**src/rtl/rambus_arbiter.sv**
```systemverilog
// Round-robin arbiter sharing the OpenRAM port B wishbone bus between N masters,
// with a stall watchdog that force-completes accesses a hung slave never acks.
module rambus_arbiter #(
  parameter int unsigned N_MASTERS  = 4,
  parameter int unsigned ADDR_WIDTH = 10,
  parameter int unsigned TIMEOUT    = 255
) (
  input  logic                             wb_clk_i,
  input  logic                             wb_rst_ni,
  input  logic [N_MASTERS-1:0]             active_i,
  input  logic [N_MASTERS-1:0]             m_cyc_i,
  input  logic [N_MASTERS-1:0]             m_stb_i,
  input  logic [N_MASTERS-1:0]             m_we_i,
  input  logic [4*N_MASTERS-1:0]           m_sel_i,
  input  logic [32*N_MASTERS-1:0]          m_dat_i,
  input  logic [ADDR_WIDTH*N_MASTERS-1:0]  m_adr_i,
  output logic [N_MASTERS-1:0]             m_ack_o,
  output logic [32*N_MASTERS-1:0]          m_dat_o,
  output logic                             s_cyc_o,
  output logic                             s_stb_o,
  output logic                             s_we_o,
  output logic [3:0]                       s_sel_o,
  output logic [31:0]                      s_dat_o,
  output logic [ADDR_WIDTH-1:0]            s_adr_o,
  input  logic                             s_ack_i,
  input  logic [31:0]                      s_dat_i,
  output logic [N_MASTERS-1:0]             grant_o,
  output logic                             timeout_o,
  input  logic                             timeout_clr_i
);

  localparam int unsigned IdxW = (N_MASTERS > 1) ? $clog2(N_MASTERS) : 1;

  typedef enum logic [1:0] {StIdle, StBusy, StAbort} state_e;

  state_e               state_q;
  logic [IdxW-1:0]      last_q;
  logic [7:0]           cnt_q;
  logic [N_MASTERS-1:0] req;
  logic [N_MASTERS-1:0] pick_oh;
  logic [IdxW-1:0]      pick;
  logic                 found;
  logic                 fire;
  logic                 g_cyc, g_stb, g_we;
  logic [3:0]           g_sel;
  logic [31:0]          g_dat;
  logic [ADDR_WIDTH-1:0] g_adr;

  // Round-robin pick: first requester strictly after last_q, else wrap from 0.
  always_comb begin
    req   = m_cyc_i & active_i;
    pick  = last_q;
    found = 1'b0;
    for (int i = 0; i < int'(N_MASTERS); i++) begin
      if (!found && req[i] && (IdxW'(i) > last_q)) begin
        pick  = IdxW'(i);
        found = 1'b1;
      end
    end
    for (int i = 0; i < int'(N_MASTERS); i++) begin
      if (!found && req[i] && (IdxW'(i) <= last_q)) begin
        pick  = IdxW'(i);
        found = 1'b1;
      end
    end
    pick_oh       = '0;
    pick_oh[pick] = 1'b1;
  end

  // Granted master's bus, selected by last_q (equal to the grantee while busy).
  always_comb begin
    g_cyc = 1'b0;
    g_stb = 1'b0;
    g_we  = 1'b0;
    g_sel = '0;
    g_dat = '0;
    g_adr = '0;
    for (int i = 0; i < int'(N_MASTERS); i++) begin
      if (IdxW'(i) == last_q) begin
        g_cyc = m_cyc_i[i];
        g_stb = m_stb_i[i];
        g_we  = m_we_i[i];
        g_sel = m_sel_i[i*4 +: 4];
        g_dat = m_dat_i[i*32 +: 32];
        g_adr = m_adr_i[i*ADDR_WIDTH +: ADDR_WIDTH];
      end
    end
  end

  always_comb begin
    s_cyc_o = 1'b0;
    s_stb_o = 1'b0;
    s_we_o  = 1'b0;
    s_sel_o = '0;
    s_dat_o = '0;
    s_adr_o = '0;
    m_ack_o = '0;
    // Gated by g_cyc so the slave side goes quiet in the cycle cyc falls.
    if (state_q == StBusy && g_cyc) begin
      s_cyc_o = 1'b1;
      s_stb_o = g_stb;
      s_we_o  = g_we;
      s_sel_o = g_sel;
      s_dat_o = g_dat;
      s_adr_o = g_adr;
    end
    fire = s_stb_o && !s_ack_i && (cnt_q == 8'(TIMEOUT - 1));
    if (state_q == StBusy && (s_ack_i || fire)) begin
      m_ack_o = grant_o;
    end
    m_dat_o = {N_MASTERS{fire ? 32'hFFFF_FFFF : s_dat_i}};
  end

  always_ff @(posedge wb_clk_i or negedge wb_rst_ni) begin
    if (!wb_rst_ni) begin
      state_q   <= StIdle;
      grant_o   <= '0;
      last_q    <= IdxW'(N_MASTERS - 1);
      cnt_q     <= '0;
      timeout_o <= 1'b0;
    end else begin
      if (fire) begin
        timeout_o <= 1'b1;
      end else if (timeout_clr_i) begin
        timeout_o <= 1'b0;
      end
      case (state_q)
        StIdle: begin
          cnt_q <= '0;
          if (|req) begin
            grant_o <= pick_oh;
            last_q  <= pick;
            state_q <= StBusy;
          end
        end
        StBusy: begin
          if (!g_cyc) begin
            grant_o <= '0;
            cnt_q   <= '0;
            state_q <= StIdle;
          end else if (fire) begin
            cnt_q   <= '0;
            state_q <= StAbort;
          end else if (s_ack_i) begin
            cnt_q <= '0;
          end else if (s_stb_o) begin
            cnt_q <= cnt_q + 8'd1;
          end
        end
        StAbort: begin
          if (!g_cyc) begin
            grant_o <= '0;
            state_q <= StIdle;
          end
        end
        default: state_q <= StIdle;
      endcase
    end
  end

endmodule

```
**config.mk**
```make
export PLATFORM = sky130hd
export DESIGN_NAME = rambus_arbiter
export DESIGN_NICKNAME = d
export VERILOG_FILES = /design/src/rtl/rambus_arbiter.sv
export SDC_FILE = /design/constraint.sdc
export NUM_CORES = 1
export LEC_CHECK = 0
export ABC_AREA = 1
export ABC_CLOCK_PERIOD_IN_PS = 5800
export CORE_AREA = 2 2 164 166
export CTS_CLUSTER_DIAMETER = 50
export DETAILED_ROUTE_END_ITERATION = 10
export DIE_AREA = 0 0 166 168
export GPL_TIMING_DRIVEN = 0
export HOLD_SLACK_MARGIN = 0.03
export PLACE_DENSITY = 0.58
export SLEW_MARGIN = 30
export SYNTH_ARGS = -nofsm -noshare
export SYNTH_HDL_FRONTEND = slang
export SYNTH_SLANG_ARGS = --single-unit
```
**constraint.sdc**
```tcl
create_clock -name wb_clk_i -period 5.8 [get_ports wb_clk_i]
set_input_delay 1.45 -clock wb_clk_i [delete_from_list [all_inputs] [get_ports wb_clk_i]]
set_output_delay 1.45 -clock wb_clk_i [all_outputs]
set_load 0.02 [all_outputs]
```
# Yosys cells after proc, flatten, opt, wreduce, memory -nomap -nowiden
# Cells that the tools add are included.
# W data, S select, Z words.
# classes
add_sub_neg	1
n_lt_le_gt_ge	10
eq_ne	11
n_mux	64
bitwise	1
reduce_logical	40
# op_table
operator	count
$mux W32	6
$mux W10	5
$mux W4	8
$mux W8	4
$mux W1	25
$mux W2	12
$logic_and A1 B1 Y1	20
$pmux W8 S2	1
$add A8 B1 Y8 const B	1
$eq A8 B8 Y1 const B	1
$logic_not A1 Y1	8
$pmux W4 S2	1
$ne A2 B2 Y1 const B	3
$pmux W2 S3	1
$reduce_and A3 Y1	2
$reduce_bool A2 Y1	3
$ne A5 B5 Y1 const B	1
$and A4 B4 Y4	1
$eq A2 B2 Y1 const A	2
$gt A1 B2 Y1 const A	2
$gt A2 B2 Y1 const A	2
$le A1 B2 Y1 const A	2
$le A2 B2 Y1 const A	2
$logic_not A2 Y1	2
other kinds (11)	12
# totals
register_bits	17
input_bits	236
out_inout_bits	186
wordCells	132

# Longest topological paths before layout
# depth
ltp_word	37
mapped_depth	12
ltp_nobuf	11

# Least setup slack after synthesis
# No wires, ideal clock.
# synth_path
path_kind	input -> output
startpoint	input m_cyc_i[2]
endpoint	output m_dat_o[100]
arrival_time_ps	2620
t_required_ps	4350
path_slack_ps	1730
cell_stages	8
n_path_buf	2
path_cell_list	nand3_1 > nand3_1 > nand3_4 > nor2_8 > nand2_4 > buf_2 > nand2_1 > buf_4
# synth_via
elab_chain_cells	7
# synth_lines
item	line_no	rtl
start, declared	11	input logic [N_MASTERS-1:0] m_cyc_i,
$mux W1 (2 in a row)	79	if (IdxW'(i) == last_q) begin
$logic_and A1 B1 Y1	99	if (state_q == StBusy && g_cyc) begin
$mux W1	99	
net s_stb_o	20	output logic s_stb_o,
$logic_and A1 B1 Y1 (2 in a row)	107	fire = s_stb_o && !s_ack_i && (cnt_q == 8'(TIMEOUT - 1));
$mux W32	111	m_dat_o = {N_MASTERS{fire ? 32'hFFFF_FFFF : s_dat_i}};
end, declared	18	output logic [32*N_MASTERS-1:0] m_dat_o,
# The timed path passes the listed nets, and every way through them passes these cells.

# Final worst setup path
# layout_path
startpoint	input m_cyc_i[1]
endpoint	output s_dat_o[11]
# layout_via
elab_chain_cells	5
# layout_lines
item	line_no	rtl
$mux W1 (3 in a row)	79	
$logic_and A1 B1 Y1	99	
$mux W32	99	
end, declared	23	output logic [31:0] s_dat_o,
# Every way passes these cells.

==> impl_metrics.env <==
export IMPL_fin_crit_ps=5370
export IMPL_syn_area_per_cell_sq_um=5.86
export IMPL_final_area_sq_um=8310
export IMPL_worstPathArrival_ps=3920
export IMPL_min_delay_start="cnt_q[5]$_DFFE_PN0P_"
export IMPL_cp_cell_sequence="clkdlybuf4s50_1 > o21ai_0 > nand3_1 > nand3_4 > buf_2 > a311oi_1 > clkdlybuf4s50_1"
export IMPL_clock_fmax_mhz=186
export IMPL_min_delay_path_depth=2
export IMPL_rrSetupSlack_ps=3840
export IMPL_vias_per_cell=3.98
export IMPL_setup_viol=0
export IMPL_grt_max_degree=18
export IMPL_hold_viol=0
export IMPL_cp_data_required_time_ps=4350
export IMPL_post_cts_setup_buffers=0
export IMPL_synth_cells=611
export IMPL_cp_end_kind="output pin"
export IMPL_cts_max_path_buffers=2
export IMPL_powerDensity_nw_per_um2=265
export IMPL_crit_path_start_kind="input pin"
export IMPL_core_sq_um=26400
export IMPL_cts_tree="yes"
export IMPL_cts_root_buf="clkbuf_16"
export IMPL_synthFlopType="dfrtp_1"
export IMPL_status="finished, final reports clean"
export IMPL_worstPathMaxFanout=10
export IMPL_clkTransAtPathRegs_ps=60
export IMPL_hold_slack_ps=519
export IMPL_syn_area_sq_um=3580
export IMPL_placed_area_sq_um=8220
export IMPL_synth_edf_count=0
export IMPL_io_buffers=421
export IMPL_hold_class="reg2reg"
export IMPL_slowest_stage="clkdlybuf4s50_1"
export IMPL_fin_skew_ps=4.81
export IMPL_ys_types=39
export IMPL_worst_path_most_repeated_cell="clkdlybuf4s50_1"
export IMPL_ys_ff_latch=17
export IMPL_rsz0062_at_grt="false"
export IMPL_yosys_area_top_type="buf_4"
export IMPL_cts_resized=0
export IMPL_synthArstFlopShare=1.00
export IMPL_vdd_drop_max_mv=0.141
export IMPL_rows=60
export IMPL_min_period_over_period=0.926
export IMPL_via_count=5479
export IMPL_drive_gt1_frac=0.131
export IMPL_synth_area_top_cells="buf_4, nand2_1, dfrtp_1"
export IMPL_synth_commonest_cells="nand2_1, buf_4, nor2_1"
export IMPL_max_cap_violations=0
export IMPL_grt_overflow=0
export IMPL_drc=0
export IMPL_reg2reg_depth=8
export IMPL_max_stage_delay_ps=720
export IMPL_groute_usage_overall=0.141
export IMPL_diodes=0
export IMPL_syn_nets=853
export IMPL_slew_headroom=0.448
export IMPL_dieWidth_um=166
export IMPL_finalMaxSlewViolations=0
export IMPL_dp_hpwl_um=17900
export IMPL_die_h_um=168
export IMPL_areaGrowthSynthToFinish_pct=132
export IMPL_n_fill_cell=2822
export IMPL_drt_iter0_drc=239
export IMPL_yosys_cell_count_top_type="nand2_1"
export IMPL_numCtsBuffers=3
export IMPL_tightest_slew_ps=826
export IMPL_worstHoldEndpoint="cnt_q[5]$_DFFE_PN0P_"
export IMPL_criticalPathCategory="in2out"
export IMPL_fin_util=0.315
export IMPL_drt_wl_total_um=20900
export IMPL_first_pass_iters=6
export IMPL_grt_antenna_before_repair=0
export IMPL_p_leak_nw=3.63
export IMPL_clock_latency_ps=250
export IMPL_place_congestion=0.878
export IMPL_grt_pass1_wl_um=31100
export IMPL_grt_pass1_vias=5332
export IMPL_yosysSeqAreaShare=0.119
export IMPL_ys_warn_count=0
export IMPL_setup_tns_ps=0
export IMPL_r2r_end="cnt_q[5]$_DFFE_PN0P_"
export IMPL_yosys_area_top_type_share=0.207
export IMPL_cts_sinks=17
export IMPL_die_area_sq_um=27900
export IMPL_r2r_start="last_q[0]$_DFFE_PN1P_"
export IMPL_wl_per_cell_um=15.2
export IMPL_ant_nets=0
export IMPL_htreeDepth=1
export IMPL_layout_nets=1279
export IMPL_io_pins=422
export IMPL_hold_buffers=0
export IMPL_start_util=0.136
[per-layer routing]
layer / vias up / part of all wire / GRT usage
met4: 0 / 0.011 / 0.0178
li1: 2766 / - / -
met5: - / 0 / 0
met3: 16 / 0.053 / 0.0242
met1: 2470 / 0.44 / 0.184
met2: 227 / 0.49 / 0.249
[cell families (layout without fill, tap and decap cells)]
logic type                 after synthesis  count (layout)  share of synthesized area
xor gates and xnor gates                 4               4                    0.00978
and+or+nand+nor                        258             258                      0.306
buffers and inverters                  195             620                      0.316
adders and majority gates                6               6                     0.0209
DFF                                     17              17                      0.119
AOI/OAI and AO/OA                      131             131                      0.229
[placed cells by master, fill, tap and decap left out, drive strengths merged, types with 15 or more instances in the layout]
cell type      netlist  routed
clkbuf              16      19
a21oi               26      26
o21ai               43      43
nor2                87      87
o22ai               22      22
nand3               23      23
nand2              137     137
inv                 66      66
clkdlybuf4s50        0     421
dfrtp               15      15
buf                113     113
[registers in the layout, summed over array words and instances (netlist names)]
signal and cells:
last_q 2, grant_o 4, timeout_o 1, state_q 2, cnt_q 8
[critical path: cells and delay by family]
family                 cells  cell delay, ps
AOI/OAI and AO/OA          2             600
buffers and inverters      3            1520
and+or+nand+nor            2             350
[where the power goes]
group	leakage [nW]	switching [mW]	internal, mW
registers	0.225	0.0244	0.147
clock network	0.0371	0.0527	0.0932
logic	3.37	1.10	0.780
[through the flow]
stage               power [mW]  cells  worst slack, ps
global placement          2.06   1373              448
finish                    2.20   1377              431
global route              2.38   1377              309
CTS                       2.22   1377              451
detailed placement        2.06   1373              459
floorplan                 1.23    611             1730
[final cells by class]
type	count	area, sq um	share of cell area
Clock buffer	3	75.1	0.00904
Timing Repair Buffer	421	4210	0.507
Buffer	129	878	0.106
Multi-Input combinational cell	399	2020	0.244
Clock inverter	1	7.51	0.000904
Tap cell	341	427	0.0514
Inverter	66	253	0.0304
Sequential cell	17	428	0.0515
[worst max path at each step]
stage	start	end	slack, ps	cells after the start
3_3_place_gp	m_cyc_i[2]	s_dat_o[11]	450	7
6_report	m_cyc_i[1]	s_dat_o[11]	430	7
3_5_place_dp	m_cyc_i[1]	s_dat_o[11]	460	7
2_1_floorplan	m_cyc_i[2]	m_dat_o[100]	1730	8
5_1_grt	m_cyc_i[1]	s_dat_o[11]	310	7
4_1_cts	m_cyc_i[1]	m_dat_o[36]	450	10
Note: power is estimated with default switching activity, not from simulation.
